--- config.mk ---
export PLATFORM = sky130hd
export DESIGN_NAME = multicycle_control_unit
export DESIGN_NICKNAME = d
export VERILOG_FILES = /design/src/rtl/multicycle_control_unit.sv
export SDC_FILE = /design/constraint.sdc
export NUM_CORES = 1
export LEC_CHECK = 0
export BUFFER_PORTS_ARGS = -buffer_cell sky130_fd_sc_hd__buf_2
export CORE_AREA = 5 5 49 68
export CTS_CLUSTER_SIZE = 16
export DETAILED_ROUTE_END_ITERATION = 6
export DIE_AREA = 0 0 54 73
export GPL_TIMING_DRIVEN = 0
export PLACE_DENSITY = 0.86
export SLEW_MARGIN = 10
export SYNTH_ARGS = -nofsm -noshare
export SYNTH_HDL_FRONTEND = slang
export SYNTH_SLANG_ARGS = --single-unit
--- constraint.sdc ---
create_clock -name CLK -period 2.1 [get_ports CLK]
set_input_delay 0.315 -clock CLK [delete_from_list [all_inputs] [get_ports CLK]]
set_output_delay 0.315 -clock CLK [all_outputs]
set_load 0.005 [all_outputs]
--- src/rtl/multicycle_control_unit.sv ---
// Multicycle ARM control sequencer: decodes the held instruction, keeps NZCV and drives datapath
// enables. Optional BL link step is enabled by defining MCU_BRANCH_LINK_EN.
module multicycle_control_unit #(
   parameter int unsigned MEM_TIMEOUT = 16,
   parameter logic [3:0]  RESET_FLAGS = 4'b0000
) (
   input  logic       CLK,
   input  logic       RST,
   input  logic [3:0] Cond,
   input  logic [1:0] Op,
   input  logic [5:0] Funct,
   input  logic [3:0] Rd,
   input  logic [3:0] ALUFlags,
   input  logic       MemReady,
   output logic       PCWrite,
   output logic       AdrSrc,
   output logic       MemWrite,
   output logic       IRWrite,
   output logic       RegWrite,
   output logic [1:0] ResultSrc,
   output logic       ALUSrcA,
   output logic [1:0] ALUSrcB,
   output logic [1:0] ALUControl,
   output logic [1:0] ImmSrc,
   output logic [1:0] RegSrc,
   output logic [3:0] Flags,
   output logic       Fault
);

   localparam int unsigned CntW = (MEM_TIMEOUT < 2) ? 1 : $clog2(MEM_TIMEOUT + 1);

   localparam logic [1:0] AluAdd = 2'b00;
   localparam logic [1:0] AluSub = 2'b01;
   localparam logic [1:0] AluAnd = 2'b10;
   localparam logic [1:0] AluOrr = 2'b11;

   typedef enum logic [3:0] {
      StFetch,
      StDecode,
      StMemAdr,
      StMemRead,
      StMemWb,
      StMemWrite,
      StExecR,
      StExecI,
      StAluWb,
      StBranch,
`ifdef MCU_BRANCH_LINK_EN
      StLink,
`endif
      StFault
   } state_t;

   state_t          state_q, state_d;
   logic [CntW-1:0] wait_q, wait_d;
   logic [3:0]      flags_q, flags_d;
   logic            cond_ex_q, cond_ex_d;
   logic            fault_q, fault_d;

   logic       pc_write, adr_src, mem_write, ir_write, reg_write;
   logic [1:0] result_src, alu_src_b, alu_control;
   logic       alu_src_a, link_sel, waiting, cond_now;

   logic [1:0] alu_op;
   logic       is_cmp, alu_arith;

   // ARM condition field evaluated against the stored NZCV.
   function automatic logic cond_holds(input logic [3:0] c, input logic [3:0] f);
      logic n, z, cf, v;
      {n, z, cf, v} = f;
      case (c)
         4'b0000: cond_holds = z;
         4'b0001: cond_holds = ~z;
         4'b0010: cond_holds = cf;
         4'b0011: cond_holds = ~cf;
         4'b0100: cond_holds = n;
         4'b0101: cond_holds = ~n;
         4'b0110: cond_holds = v;
         4'b0111: cond_holds = ~v;
         4'b1000: cond_holds = cf & ~z;
         4'b1001: cond_holds = ~cf | z;
         4'b1010: cond_holds = (n == v);
         4'b1011: cond_holds = (n != v);
         4'b1100: cond_holds = ~z & (n == v);
         4'b1101: cond_holds = z | (n != v);
         4'b1110: cond_holds = 1'b1;
         default: cond_holds = 1'b0;
      endcase
   endfunction

   always_comb begin
      alu_op = AluAdd;
      is_cmp = 1'b0;
      case (Funct[4:1])
         4'b0100: alu_op = AluAdd;
         4'b0010: alu_op = AluSub;
         4'b0000: alu_op = AluAnd;
         4'b1100: alu_op = AluOrr;
         4'b1010: begin
            alu_op = AluSub;
            is_cmp = 1'b1;
         end
         default: alu_op = AluAdd;
      endcase
      alu_arith = (alu_op == AluAdd) || (alu_op == AluSub);
   end

   assign cond_now = cond_holds(Cond, flags_q);

   always_comb begin
      state_d     = state_q;
      flags_d     = flags_q;
      cond_ex_d   = cond_ex_q;
      pc_write    = 1'b0;
      adr_src     = 1'b0;
      mem_write   = 1'b0;
      ir_write    = 1'b0;
      reg_write   = 1'b0;
      result_src  = 2'b00;
      alu_src_a   = 1'b0;
      alu_src_b   = 2'b00;
      alu_control = AluAdd;
      link_sel    = 1'b0;
      waiting     = 1'b0;

      unique case (state_q)
         StFetch: begin
            alu_src_a  = 1'b1;
            alu_src_b  = 2'b10;
            result_src = 2'b10;
            ir_write   = MemReady;
            pc_write   = MemReady;
            waiting    = 1'b1;
            if (MemReady) state_d = StDecode;
         end
         StDecode: begin
            alu_src_a  = 1'b1;
            alu_src_b  = 2'b10;
            result_src = 2'b10;
            cond_ex_d  = cond_now;
            if (!cond_now) begin
               state_d = StFetch;
            end else begin
               case (Op)
                  2'b01: state_d = StMemAdr;
`ifdef MCU_BRANCH_LINK_EN
                  2'b10: state_d = Funct[4] ? StLink : StBranch;
`else
                  2'b10: state_d = StBranch;
`endif
                  2'b00: state_d = Funct[5] ? StExecI : StExecR;
                  default: state_d = StFetch;
               endcase
            end
         end
         StMemAdr: begin
            alu_src_b = 2'b01;
            state_d   = Funct[0] ? StMemRead : StMemWrite;
         end
         StMemRead: begin
            adr_src = 1'b1;
            waiting = 1'b1;
            if (MemReady) state_d = StMemWb;
         end
         StMemWb: begin
            result_src = 2'b01;
            reg_write  = 1'b1;
            state_d    = StFetch;
         end
         StMemWrite: begin
            adr_src   = 1'b1;
            mem_write = 1'b1;
            waiting   = 1'b1;
            if (MemReady) state_d = StFetch;
         end
         StExecR, StExecI: begin
            alu_src_b   = (state_q == StExecI) ? 2'b01 : 2'b00;
            alu_control = alu_op;
            // Logical ops leave C and V untouched.
            if (cond_ex_q && Funct[0]) begin
               flags_d[3:2] = ALUFlags[3:2];
               if (alu_arith) flags_d[1:0] = ALUFlags[1:0];
            end
            state_d = StAluWb;
         end
         StAluWb: begin
            if (!is_cmp) begin
               if (Rd == 4'd15) pc_write = 1'b1;
               else reg_write = 1'b1;
            end
            state_d = StFetch;
         end
         StBranch: begin
            alu_src_b  = 2'b01;
            result_src = 2'b10;
            pc_write   = 1'b1;
            state_d    = StFetch;
         end
`ifdef MCU_BRANCH_LINK_EN
         StLink: begin
            alu_src_a   = 1'b1;
            alu_src_b   = 2'b10;
            alu_control = AluSub;
            result_src  = 2'b10;
            reg_write   = 1'b1;
            link_sel    = 1'b1;
            state_d     = StBranch;
         end
`endif
         StFault: state_d = StFault;
         default: state_d = StFetch;
      endcase

      if (waiting && !MemReady && (MEM_TIMEOUT != 0) &&
          ((32'(wait_q) + 32'd1) >= MEM_TIMEOUT)) begin
         state_d = StFault;
      end
   end

   always_comb begin
      wait_d = '0;
      if (waiting && !MemReady && (state_d == state_q)) begin
         wait_d = (&wait_q) ? wait_q : wait_q + CntW'(1);
      end
      fault_d = fault_q | (state_d == StFault);
   end

   always_ff @(posedge CLK or negedge RST) begin
      if (!RST) begin
         state_q   <= StFetch;
         wait_q    <= '0;
         flags_q   <= RESET_FLAGS;
         cond_ex_q <= 1'b0;
         fault_q   <= 1'b0;
      end else begin
         state_q   <= state_d;
         wait_q    <= wait_d;
         flags_q   <= flags_d;
         cond_ex_q <= cond_ex_d;
         fault_q   <= fault_d;
      end
   end

   // Strobes are forced low while reset is held, even though FETCH is already selected.
   assign PCWrite    = RST & pc_write;
   assign MemWrite   = RST & mem_write;
   assign IRWrite    = RST & ir_write;
   assign RegWrite   = RST & reg_write;
   assign AdrSrc     = adr_src;
   assign ResultSrc  = result_src;
   assign ALUSrcA    = alu_src_a;
   assign ALUSrcB    = alu_src_b;
   assign ALUControl = alu_control;
   assign ImmSrc     = Op;
   assign RegSrc     = {Op == 2'b01, (Op == 2'b10) | link_sel};
   assign Flags      = flags_q;
   assign Fault      = fault_q;

endmodule

== Word level (Yosys, flattened, before mapping) ==
Index checks and enable logic that the tools add are counted.
Word-level totals
  input port bits: 23
  word-level logic and storage cells: 108
  bits in registers: 15
Cells by class
  $add $sub $neg: 2
  muxes and demuxes: 29
  bitwise gates (word level): 13
  reduce and logical (&&, ||, !) cells: 21
  order comparisons: 1
  eq/ne operators: 36
Operator list (number)
  $eq A4 B4 Y1 const B: 14
  $eq A4 B3 Y1 const B: 8
  $pmux W4 S7: 1
  $eq A4 B2 Y1 const B: 5
  $mux W4: 5
  $pmux W1 S15: 1
  $logic_not A4 Y1: 3
  $mux W1: 12
  $pmux W2 S3: 2
  $pmux W4 S3: 1
  $mux W5: 2
  $reduce_or A2 Y1: 5
  $eq A4 B1 Y1 const B: 2
  $add A5 B1 Y6 const B: 1
  $and A1 B1 Y1: 6
  $ge A6 B5 Y1 const B: 1
  $reduce_or A3 Y1: 2
  $add A5 B1 Y5 const B: 1
  $reduce_and A5 Y1: 1
  $eq A2 B1 Y1 const B: 2
  $eq A4 B4 Y1: 1
  $logic_and A1 B1 Y1: 4
  $logic_not A2 Y1: 2
  $not A1 Y1: 4
  other kinds (14): 16

== Logic depth before layout (Yosys ltp) ==
Gate-level depths: netlist (run 1).
  word-level depth: 9
  mapped depth: 6
  gate-level depth less buffers: 6

== Least setup slack after synthesis (run 1) ==
OpenSTA, ideal clock, no wires.
  kind: reg-to-reg
  from: register wait_q[0]
  to: register state_q[1]
  period minus slack after synthesis: 1.843 ns
  setup slack: 0.257 ns
  path buffers: 0
  arrival: 1.709 ns
  cell stages (with the launch flop): 7
  required time: 1.966 ns
  cells stage by stage: dfrtp_1 -> ha_1 -> and3_1 -> ha_1 -> a31oi_1 -> o22ai_1 -> o21bai_1
Between the ends
  word-level cells in the longest chain between the ends: 4
RTL lines
  start, declared: line 55  | logic [CntW-1:0] wait_q, wait_d;
  start signal, assigned: line 237  | wait_q <= wait_d;
  $add A5 B1 Y6: line 215  | ((32'(wait_q) + 32'd1) >= MEM_TIMEOUT)) begin
  $ge A6 B5 Y1: line 215
  $logic_and A1 B1 Y1: line 214  | if (waiting && !MemReady && (MEM_TIMEOUT != 0) &&
  $mux W4: line 214
  via state_d[1]: line 54  | state_t state_q, state_d;
  end signal, assigned: line 230  | state_q <= StFetch;
  end signal, assigned: line 236  | state_q <= state_d;
  end, declared: line 54
The timed path passes the listed nets, and every way through them passes these cells.
A chain may end at the register's enable or synchronous reset.

== Worst setup path in the final report (run 1) ==
  from: register state_q[3]
  to: output port PCWrite
Between the ends
  word-level cells in the longest chain between the ends: 3
RTL lines
  $eq A4 B4 Y1 or $logic_not A4 Y1 (tied branches): line 126  | unique case (state_q)
  $pmux W1 S3 (*): line 126
  $and A1 B1 Y1 (*): line 245  | assign PCWrite = RST & pc_write;
  end, declared: line 15  | output logic PCWrite,
Mark *: on every way between the ends. The rest lies on a longest branch, timed or not.

==> impl_metrics.py, run 1 <==
metrics = {
    "worst_setup_path": {
        "end_kind": "output pin",
        "path_class": "reg -> out",
        "critPathSlowestCell": "dfrtp_1",
        "crit_path_start_kind": "flip-flop",
        "cp_max_fo": 10,
        "crit_chain": "clkbuf_2, nor3b_1, a21oi_1, nor3_1, o21a_1, buf_2",
        "required_ps": 1780,
        "arrival_ps": 1640,
        "cpPeakStageDelay_ps": 430,
    },
    "clock_network": {
        "path_clk_slew_ps": 60,
        "cts_root_buf": "clkbuf_8",
        "clockBufferDepth": 2,
        "cts_htree_levels": 1,
        "cts_buffers": 3,
        "clkSinkCount": 15,
        "insertion_delay_ps": 250,
        "cts_tree": "done",
        "post_cts_buffers": 0,
    },
    "logic_synthesis": {
        "synth_area_sq_um": 1260,
        "synth_cells": 143,
        "ys_types": 50,
        "synth_seq_cells": 15,
        "synth_nets": 168,
        "synth_ff_type": "dfrtp_1",
        "async_reset_ff_frac": 1.00,
        "syn_area_per_cell_sq_um": 8.80,
        "synth_edf_count": 0,
        "yosysSeqAreaShare": 0.298,
        "ys.warnings.count": 0,
    },
    "detailed_routing": {
        "avgRoutedWirePerCell_um": 13.4,
        "route.detailed.drc": 0,
        "antenna_left": 0,
        "drt-vias-per-instance": 5.54,
        "first_pass_iters": 4,
        "vias": 1251,
        "totalWireLength_um": 3030,
        "initialDrtViolationCount": 28,
    },
    "power_and_ir_drop": {
        "net-switching-power_mw": 0.580,
        "comb_power_share": 0.532,
        "cellLeakagePower_nw": 0.762,
        "p_seq_frac": 0.307,
        "ir_drop_v": 0.000434,
        "powerDensity_nw_per_um2": 911,
        "sw_frac_of_total": 0.405,
        "p_int_mw": 0.852,
        "pwr-share-clk": 0.161,
    },
    "layout": {
        "layout_common_cells": "45 x buf_2, 15 x dfrtp_1, 12 x nor3_1",
        "num-nets-final": 215,
        "area_growth_pct": 25.0,
        "final_util": 0.575,
        "regArea_sq_um": 375,
        "antennaDiodeCount": 0,
        "multiInputGateArea_sq_um": 825,
        "fill_cells": 256,
        "layout_commonest_cell": "buf_2",
        "drive_gt1_frac": 0.344,
    },
    "global_route": {
        "first_global_vias": 1164,
        "grtUsageTotal": 0.161,
        "grt_max_degree": 20,
        "grt_overflow_total": 0,
        "grt_first_pass_wirelength_um": 4800,
        "grt_antenna_before_repair": 0,
    },
    "worst_hold_path": {
        "hp-class": "in -> reg",
    },
    "timing": {
        "relSlewSlack": 0.726,
        "worst_slew_pin_slew_ps": 407,
        "drv_slew": 0,
        "setup_viol_count_final": 0,
        "final.setup_skew_ps": 4.39,
        "finalHoldViolations": 0,
        "fmax_ghz": 0.512,
        "rsz0062_at_grt": "no",
        "fin_setup_tns_ps": 0,
        "finalCriticalPeriod_ps": 1950,
        "fin_crit_sh": 0.929,
    },
    "floorplan": {
        "die_area_sq_um": 3940,
        "dieWidth_um": 54,
        "die_height_um": 73,
        "core_sq_um": 2730,
        "rows": 23,
        "initial_core_util": 0.460,
        "ios": 44,
    },
    "flow_run": {
        "cap_violations": 0,
    },
    "placed_design": {
        "port_buffers": 41,
        "routabilityCongestion": 0.857,
        "place_hpwl_um": 2450,
    },
    "run_status": {
        "outcome": "complete, no violations",
    },
}
through the flow:
stage	power [mW]	std cells	area (sq um)	worst slack (ps)	hold WS, ps
2_1_floorplan	0.960	143	1260	257	19.4
4_1_cts	1.44	226	1570	70.9	299
3_5_place_dp	1.20	221	1510	81.9	259
6_report	1.43	226	1570	148	301
3_3_place_gp	1.18	221	1510	98.6	256
5_1_grt	1.55	226	1570	44.2	309
layer usage:
metal | GRT usage | vias to the layer above | part of all wire
li1 | - | 626 | -
met4 | 0.0665 | 0 | 0.019
met1 | 0.175 | 584 | 0.38
met5 | 0 | - | 0
met3 | 0.0164 | 5 | 0.064
met2 | 0.303 | 36 | 0.54
state kept, by name, summed over array words and instances, names as in the netlist:
| register | flops |
|---|---|
| wait_q | 5 |
| Flags | 4 |
| state_q | 4 |
| Fault | 1 |
| cond_ex_q | 1 |
path summary, 6_finish.rpt:
path,startpoint,to,slack [ps],depth (start not counted)
max,state_q[3]$_DFF_PN0_,PCWrite,150,6
max in group asynchronous,RST,state_q[1]$_DFF_PN0_,1300,2
min in group asynchronous,RST,wait_q[3]$_DFFE_PN0P_,520,2
min reg2reg,Fault$_DFF_PN0_,Fault$_DFF_PN0_,450,1
min,ALUFlags[3],Flags[3]$_DFFE_PN0P_,300,2
max reg2reg,wait_q[0]$_DFFE_PN0P_,state_q[2]$_DFF_PN0_,180,6
synthesized netlist by cell type, types with 3 or more instances:
cell      number  share of area
and3_1         3          0.015
a21oi_1        5          0.020
nand2_1        6          0.018
mux2i_1        3          0.024
xor2_1         6          0.042
o22ai_1        4          0.020
nand2b_1       3          0.015
mux2_2         6          0.054
dfrtp_1       15           0.30
or3_1          4          0.020
buf_4          4          0.024
nor3_1        12          0.048
nor3b_1        3          0.018
nor2_1         9          0.027
o21ai_0        3          0.012
buf_2          4          0.016
nor2b_1        7          0.035
final cells by class:
cell class,instances,share of cell area
tap,37,0.0294
sequential,15,0.239
buffer,10,0.0374
timing repair buffer,42,0.137
clock buffer,4,0.0286
multi-input combinational,116,0.524
inverter,2,0.00477
critical path, delay by kind of cell, from the launching register on:
kind            cells  cell delay [ps]
simple gates        2              410
compound gates      2              220
buf+inv             2              330
flops               1              430
kinds of logic after synthesis:
kind of cell,synth area share
multiplexers,0.0775
adder cells (fa/ha/maj),0.0199
XOR/XNOR,0.0557
AO/OA/AOI/OAI,0.181
AND/OR/NAND/NOR,0.316
flip-flops,0.298
buffers and inverters,0.0517
power groups by stage:
| stage | Combinational (mW) | Sequential, mW | Clock (mW) |
|---|---|---|---|
| 4_1_cts | 0.764 | 0.440 | 0.234 |
| 3_5_place_dp | 0.761 | 0.444 | 0 |
| 2_1_floorplan | 0.531 | 0.430 | 0 |
| 6_report | 0.762 | 0.440 | 0.230 |
| 3_3_place_gp | 0.744 | 0.439 | 0 |
| 5_1_grt | 0.847 | 0.455 | 0.244 |
what timing repair did:
item / in CTS / in global routing
gates resized for setup: 0 / 3
endpoints found under the hold margin: 15 / 0
hold buffers: 1 / 0
setup endpoints to repair: 0 / 8
(Power assumes the default switching activity.)
==> run 2, diff against run 1 <==
--- a/config.mk
+++ b/config.mk
@@ -7,6 +7,7 @@
 export LEC_CHECK = 0
 export BUFFER_PORTS_ARGS = -buffer_cell sky130_fd_sc_hd__buf_2
 export CORE_AREA = 5 5 49 68
+export CTS_BUF_LIST = sky130_fd_sc_hd__clkbuf_16
 export CTS_CLUSTER_SIZE = 16
 export DETAILED_ROUTE_END_ITERATION = 6
 export DIE_AREA = 0 0 54 73
==> impl_metrics.py, run 2 (same netlist as run 1, synthesis figures left out) <==
metrics = {
    "clock_network": {
        "clockBufferDepth": 2,
        "post_cts_buffers": 0,
        "cts_buffers": 3,
        "cts_htree_levels": 1,
        "cts_tree": "done",
        "clkSinkCount": 15,
        "cts_root_buf": "clkbuf_16",
        "path_clk_slew_ps": 50,
        "insertion_delay_ps": 240,
    },
    "floorplan": {
        "ios": 44,
        "die_height_um": 73,
        "dieWidth_um": 54,
        "core_sq_um": 2730,
        "die_area_sq_um": 3940,
        "rows": 23,
        "initial_core_util": 0.460,
    },
    "power_and_ir_drop": {
        "pwr-share-clk": 0.229,
        "powerDensity_nw_per_um2": 977,
        "p_seq_frac": 0.284,
        "p_total_mw": 1.56,
        "p_int_mw": 0.969,
        "net-switching-power_mw": 0.592,
        "comb_power_share": 0.487,
        "ir_drop_v": 0.000549,
        "sw_frac_of_total": 0.379,
        "cellLeakagePower_nw": 0.778,
    },
    "worst_setup_path": {
        "cpPeakStageDelay_ps": 430,
        "r2r-end": "state_q[2]$_DFF_PN0_",
        "crit_family": "flip-flops",
        "end_kind": "output pin",
        "path_class": "reg -> out",
        "crit_path_start_kind": "flip-flop",
        "rr_worst_depth": 6,
        "required_ps": 1780,
        "crit_chain": "clkbuf_2, nor3b_1, a21oi_1, nor3_1, o21a_1, buf_2",
        "cp_max_fo": 10,
        "critPathBufInv": 2,
        "arrival_ps": 1630,
        "critPathSlowestCell": "dfrtp_1",
        "r2r_slack_ps": 160,
        "r2r_start": "wait_q[0]$_DFFE_PN0P_",
    },
    "run_status": {
        "outcome": "finished with violations",
        "violations": "negative hold slack",
    },
    "detailed_routing": {
        "antenna_left": 0,
        "initialDrtViolationCount": 30,
        "first_pass_iters": 4,
        "totalWireLength_um": 3090,
        "route.detailed.drc": 0,
        "avgRoutedWirePerCell_um": 13.7,
        "vias": 1251,
        "drt-vias-per-instance": 5.56,
    },
    "timing": {
        "fmax_ghz": 0.514,
        "drv_slew": 0,
        "relSlewSlack": 0.711,
        "worst_slew_pin_slew_ps": 429,
        "finalCriticalPeriod_ps": 1950,
        "timing.hold.ws_ps": -6.19,
        "rsz0062_at_grt": "no",
        "setup_viol_count_final": 0,
        "final.setup_skew_ps": 3.04,
        "fin_setup_tns_ps": 0,
        "finalHoldViolations": 15,
        "fin_crit_sh": 0.927,
    },
    "global_route": {
        "grt_first_pass_wirelength_um": 4890,
        "grtUsageTotal": 0.165,
        "first_global_vias": 1179,
        "grt_antenna_before_repair": 0,
        "grt_overflow_total": 0,
        "grt_max_degree": 20,
    },
    "placed_design": {
        "routabilityCongestion": 0.857,
        "port_buffers": 41,
        "place_hpwl_um": 2450,
    },
    "layout": {
        "largest_reg_flops": 5,
        "area_growth_pct": 26.8,
        "antennaDiodeCount": 0,
        "fill_cells": 257,
        "num-nets-final": 214,
        "drive_gt1_frac": 0.346,
        "layout_commonest_cell": "buf_2",
        "layout_common_cells": "45 x buf_2, 15 x dfrtp_1, 12 x nor3_1",
        "regMostFlops": "wait_q",
    },
    "flow_run": {
        "cap_violations": 0,
    },
    "worst_hold_path": {
        "hp-class": "in -> async",
    },
}
run 2: power groups by stage:
stage	Combinational (mW)	Clock, mW	Sequential, mW
floorplan	0.531	0	0.430
global placement	0.744	0	0.439
detailed placement	0.761	0	0.444
CTS	0.764	0.362	0.441
global route	0.847	0.376	0.456
finish	0.761	0.357	0.443
run 2: worst max-delay path by stage:
| stage | startpoint | to | slack, ps | depth (start not counted) |
|---|---|---|---|---|
| after floorplan | wait_q[0]$_DFFE_PN0P_ | state_q[1]$_DFF_PN0_ | 260 | 6 |
| after global placement | wait_q[0]$_DFFE_PN0P_ | state_q[1]$_DFF_PN0_ | 100 | 6 |
| after detailed placement | wait_q[0]$_DFFE_PN0P_ | state_q[1]$_DFF_PN0_ | 80 | 6 |
| after CTS | wait_q[0]$_DFFE_PN0P_ | state_q[2]$_DFF_PN0_ | 70 | 6 |
| after global routing | state_q[3]$_DFF_PN0_ | ALUControl[1] | 60 | 4 |
| final | state_q[3]$_DFF_PN0_ | PCWrite | 150 | 6 |
run 2: final cells by class:
class / instances / area (sq um) / share of cell area
Multi-Input combinational cell: 116 / 825 / 0.516
Sequential cell: 15 / 375 / 0.235
Timing Repair Buffer: 41 / 205 / 0.129
Clock buffer: 3 / 75.1 / 0.0470
Buffer: 10 / 58.8 / 0.0368
Tap cell: 37 / 46.3 / 0.0290
Inverter: 2 / 7.51 / 0.00470
Clock inverter: 1 / 3.75 / 0.00235
run 2: per-layer routing:
metal  wire length, um  share of wire  vias to the layer above  GRT usage
met5                 0              0                        -          0
met2              1640           0.53                       40      0.306
met4                79          0.026                        0     0.0831
met1              1190           0.39                      584      0.177
li1                  -              -                      620          -
met3               185          0.060                        7     0.0164
run 2: per-stage QoR:
stage | worst slack, ps | instances | hold slack (ps) | area [sq um] | utilization
global route | 55.5 | 225 | 26.4 | 1600 | 0.584
finish | 154 | 225 | -6.19 | 1600 | 0.584
global placement | 98.6 | 221 | 256 | 1510 | 0.552
detailed placement | 81.9 | 221 | 259 | 1510 | 0.552
CTS | 73.0 | 225 | 1.79 | 1590 | 0.581
floorplan | 257 | 143 | 19.4 | 1260 | -
run 2: timing repair:
action,in CTS,in global routing
endpoints found under the setup margin,0,8
resized for setup,0,3
hold buffers,0,0
